### config.mk
export PLATFORM = sky130hd
export DESIGN_NAME = alu_share_arbiter
export DESIGN_NICKNAME = d
export VERILOG_FILES = /design/src/rtl/alu_share_arbiter.sv
export SDC_FILE = /design/constraint.sdc
export NUM_CORES = 1
export LEC_CHECK = 0
export CORE_AREA = 2 2 110 112
export CTS_CLUSTER_DIAMETER = 200
export DETAILED_ROUTE_END_ITERATION = 7
export DIE_AREA = 0 0 112 114
export DONT_BUFFER_PORTS = 1
export GPL_ROUTABILITY_DRIVEN = 0
export PLACE_DENSITY = 0.59
export SETUP_SLACK_MARGIN = 0.05
export SLEW_MARGIN = 0
export SYNTH_ARGS = -nofsm -noshare
export SYNTH_HDL_FRONTEND = slang
export SYNTH_SLANG_ARGS = --single-unit
export TNS_END_PERCENT = 100
### constraint.sdc
create_clock -name clk -period 2 [get_ports clk]
set_input_delay 0.5 -clock clk [delete_from_list [all_inputs] [get_ports clk]]
set_output_delay 0.5 -clock clk [all_outputs]
set_load 0.01 [all_outputs]
### src/rtl/alu_share_arbiter.sv
// Round-robin arbiter sharing one combinational ALU between two requesters.
// Optional grant/overflow statistics counters are enabled with `define ALU_ARB_STATS_EN.
module alu_share_arbiter #(
    parameter int DATA_W = 32,
    parameter int OP_W   = 4
) (
    input  logic              clk,
    input  logic              rst_n,
    input  logic              req0_valid,
    output logic              req0_ready,
    input  logic [OP_W-1:0]   req0_op,
    input  logic [DATA_W-1:0] req0_a,
    input  logic [DATA_W-1:0] req0_b,
    input  logic              req1_valid,
    output logic              req1_ready,
    input  logic [OP_W-1:0]   req1_op,
    input  logic [DATA_W-1:0] req1_a,
    input  logic [DATA_W-1:0] req1_b,
    output logic [OP_W-1:0]   alu_ctrl,
    output logic [DATA_W-1:0] alu_a,
    output logic [DATA_W-1:0] alu_b,
    input  logic [DATA_W-1:0] alu_result,
    input  logic              alu_overflow,
    input  logic              alu_zero,
    output logic              rsp_valid,
    input  logic              rsp_ready,
    output logic              rsp_id,
    output logic [DATA_W-1:0] rsp_result,
    output logic              rsp_overflow,
    output logic              rsp_zero
`ifdef ALU_ARB_STATS_EN
    ,
    output logic [15:0]       grant_cnt0,
    output logic [15:0]       grant_cnt1,
    output logic [15:0]       ovf_cnt
`endif
);

    typedef enum logic [1:0] {
        IDLE = 2'd0,
        EXEC = 2'd1,
        RESP = 2'd2
    } state_t;

    localparam logic [OP_W-1:0] OP_ADD = OP_W'(4'b0010);
    localparam logic [OP_W-1:0] OP_SUB = OP_W'(4'b0110);
    localparam logic [OP_W-1:0] OP_SLT = OP_W'(4'b0111);

    state_t state;
    logic   rr_ptr;
    logic   grant_valid;
    logic   grant_id;
    logic   accept;
    logic   ovf_op;

    // NOTE: every signal written here gets a value on every path, so no latch is inferred.
    always_comb begin
        grant_valid = req0_valid | req1_valid;
        if (req0_valid && req1_valid) begin
            grant_id = rr_ptr;
        end else begin
            grant_id = req1_valid;
        end
    end

    assign accept     = (state == IDLE) && grant_valid;
    // Ready is a same-cycle grant; rst_n gating keeps it low while reset is held.
    assign req0_ready = rst_n && accept && !grant_id;
    assign req1_ready = rst_n && accept && grant_id;

    // Only arithmetic ops report overflow; logic ops and unknown codes mask it.
    assign ovf_op = (alu_ctrl == OP_ADD) || (alu_ctrl == OP_SUB) || (alu_ctrl == OP_SLT);

    // NOTE: sequential state uses non-blocking assignments so all registers update together.
    always_ff @(posedge clk or negedge rst_n) begin
        if (!rst_n) begin
            state        <= IDLE;
            rr_ptr       <= 1'b0;
            alu_ctrl     <= '0;
            alu_a        <= '0;
            alu_b        <= '0;
            rsp_valid    <= 1'b0;
            rsp_id       <= 1'b0;
            rsp_result   <= '0;
            rsp_overflow <= 1'b0;
            rsp_zero     <= 1'b0;
        end else begin
            case (state)
                IDLE: begin
                    if (grant_valid) begin
                        alu_ctrl <= grant_id ? req1_op : req0_op;
                        alu_a    <= grant_id ? req1_a  : req0_a;
                        alu_b    <= grant_id ? req1_b  : req0_b;
                        rsp_id   <= grant_id;
                        state    <= EXEC;
                    end
                end
                EXEC: begin
                    rsp_result   <= alu_result;
                    rsp_zero     <= alu_zero;
                    rsp_overflow <= alu_overflow & ovf_op;
                    rsp_valid    <= 1'b1;
                    state        <= RESP;
                end
                RESP: begin
                    if (rsp_ready) begin
                        rsp_valid <= 1'b0;
                        rr_ptr    <= ~rsp_id;
                        state     <= IDLE;
                    end
                end
                default: state <= IDLE;
            endcase
        end
    end

`ifdef ALU_ARB_STATS_EN
    always_ff @(posedge clk or negedge rst_n) begin
        if (!rst_n) begin
            grant_cnt0 <= '0;
            grant_cnt1 <= '0;
            ovf_cnt    <= '0;
        end else begin
            if (accept && !grant_id && grant_cnt0 != 16'hFFFF) begin
                grant_cnt0 <= grant_cnt0 + 16'd1;
            end
            if (accept && grant_id && grant_cnt1 != 16'hFFFF) begin
                grant_cnt1 <= grant_cnt1 + 16'd1;
            end
            if (state == EXEC && alu_overflow && ovf_op && ovf_cnt != 16'hFFFF) begin
                ovf_cnt <= ovf_cnt + 16'd1;
            end
        end
    end
`endif

endmodule
==> results.txt <==
Gr ovfl total: 0
Setup TNS: 0 ps
Final Hold Fails: 107
Pwr dens: 1758 nW/µm²
Violated checks: hold timing
Antenna Cells: 0
RSZ-0062 raised after global routing: false
Root buffer cell: clkbuf_16
Initial antenna violation count: 0
Layout cells sized above 1: 0.1949
Mapped Avg Cell Area: 10.12 µm²
Chain of cells forming the critical path: or2_4 > nor2_4 > and3_2
Max VDD drop: 0.0006958 V
Std-Cell Rows: 40
First-pass GRT wire length: 20840 µm
CP required: 1500 ps
Met2 usage in global routing: 0.3398
Clock Latency Late Sink: 340 ps
Min Tclk post-route: 1870 ps
Drt pass-1 iters: 4
Post-route DRC: 0
Levels on crit path: 3
Final setup fails: 0
Worst Path Class, Setup: register to output port
Status: complete, but fails checks
Drt total wl: 13670 µm
CP max FO: 4
M1 GR Usage: 0.2615
Startpoint types: register
Core ar.: 11710 µm²
F_max: 534.7 MHz
Clock Skews: 8.481 ps
Routing usage on met3: 0.05367
Largest net degree at the start of global routing: 110
Sw Ratio: 0.4064
Worst min-delay path class: input pin to asynchronous set/reset pin
Clock network fraction of total power: 0.194
Detailed placer's ending HPWL: 8987 µm
Input/output buffers: 0
Cell area after synthesis: 5020 µm²
Reported max-cap violation count: 0
Net Count, Synth: 671
Setup crit end kind: output port
Clock Sinks: 107
Register area share after synthesis: 0.5334
Most frequent cells in the layout: 107 x dfrtp_1, 68 x nand3_1, 68 x a31oi_1, 66 x o21ai_0, 50 x a21oi_1
ANT nets after route: 0
Critical Path AT: 1370 ps
Die width: 112 µm
R2R depth: 3
CP max stage cell: dfrtp_1
Clk buf depth: 2
Vias per cell: 6.423
Switching power total: 3.847 mW
Rel. slew slack: 0.5189
Final slew viol count: 0
Least-Margin Pin Slew: 721.6 ps
Pre-CTS setup slack: 71.43 ps
Top Family by Delay on Critical Path: simple AND/OR/NAND/NOR gates
Unique cell type count in the Yosys netlist: 28
CTS H-tree lvls: 3
Average wire per standard cell: 22.27 µm
Starting Density: 0.4286
P_int: 5.619 mW
Yosys warnings: 0
1st-iter DRT viols: 223
Synth Instances: 496
Area grow syn2layout: 7.278%
Total CTS buffers: 9
CP bufs+invs: 0
Final period util: 0.9352
Nets: 637
CTS tree: done
Vias in the first global route: 3873
Max stage delay on crit path: 380 ps
Hold slack final: -147.3 ps
Tot GR Track Use: 0.2046
Via Count: 3944
Busiest grt layer: met2
Synthesized flop and latch total: 107
Share of power burned in registers: 0.494
Die ar.: 12770 µm²
Boundary pin count: 281
Die height: 114 µm
Commonest non-fill, non-tap cell in the layout: dfrtp_1
Clk pin slew, worst setup/hold paths: 70 ps
Leakage: 2.015 nW
Setup WS post-layout: 129.7 ps
Comb power frac: 0.312
[synth_stat cells, drive strengths merged]
cell type / count / area share
dfrtp: 107 / 0.53
nor2b: 2 / 0.0025
and3: 1 / 0.0012
a21oi: 70 / 0.085
clkbuf: 26 / 0.020
nor3b: 1 / 0.0015
nand2: 4 / 0.0030
nand2b: 1 / 0.0012
nand3: 68 / 0.068
nand3b: 1 / 0.0015
mux2: 34 / 0.076
buf: 30 / 0.038
o21ai: 71 / 0.071
and2b: 1 / 0.0015
nor3: 2 / 0.0020
inv: 3 / 0.0022
a31oi: 68 / 0.085
nor2: 3 / 0.0042
or2: 3 / 0.0037
[path summary, 6_finish.rpt]
path,slack [ps],startpoint,endpoint
setup / recovery,130,state[0],req0_ready
hold / removal,-150,rst_n,alu_b[27]
setup reg to reg,330,rr_ptr,alu_b[16]
hold reg to reg,520,rr_ptr,rr_ptr
max in group asynchronous,1870,rst_n,alu_a[7]
min in group clk,310,alu_result[23],rsp_result[23]
[through the flow]
step | hold slack, ps | total power [mW] | instance area [µm²] | std cells | utilization
floorplan | 204.4 | 6.830 | 5020 | 496 | -
global placement | 206.7 | 7.569 | 5071 | 598 | 0.4330
detailed placement | 206.5 | 7.721 | 5071 | 598 | 0.4330
CTS | -161.8 | 9.562 | 5380 | 614 | 0.4594
global route | -168.3 | 10.08 | 5385 | 614 | 0.4598
finish | -147.3 | 9.466 | 5385 | 614 | 0.4598
[final cells by class]
cell class,count,area [µm²]
inverters,3,11.26
repair buffers,11,145.1
clock inverters,7,83.83
flip-flops and latches,107,2678
clock buffers,9,225.2
fillers,1116,6326
multi-input cells,330,2058
well taps,147,183.9
[registers in the layout (all words and copies together) (netlist names), 2 cells and up]
name,count
alu_a,32
alu_ctrl,4
state,2
rsp_result,32
alu_b,32
[kinds of logic (layout without fill, tap and decap cells)]
kind of cell	after synthesis	after routing	share of synthesized area
DFF	107	107	0.5334
AOI/OAI and AO/OA	209	209	0.2403
and+or+nand+nor	87	87	0.09023
muxes	34	34	0.07627
buffers and inverters	59	30	0.05982
[power by group through the flow]
stage / Clock (mW) / Combinational [mW] / Sequential (mW)
2_1_floorplan: 0 / 2.41 / 4.42
3_3_place_gp: 0 / 2.87 / 4.70
3_5_place_dp: 0 / 3.00 / 4.72
4_1_cts: 1.89 / 2.98 / 4.70
5_1_grt: 1.97 / 3.31 / 4.80
6_report: 1.84 / 2.96 / 4.67
[repair_timing]
item / in CTS / in global routing
setup endpoints to repair: 0 / 53
hold endpoints to repair: 107 / 107
resized for setup: 0 / 3
buffers inserted: 0 / 0
[per-layer routing]
| layer | vias to the layer above | wire length (µm) |
|---|---|---|
| li1 | 1768 | - |
| met1 | 1924 | 5354 |
| met2 | 235 | 6716 |
| met3 | 17 | 1371 |
| met4 | 0 | 229 |
| met5 | - | 0 |
Power figures use the tool's default switching activity.
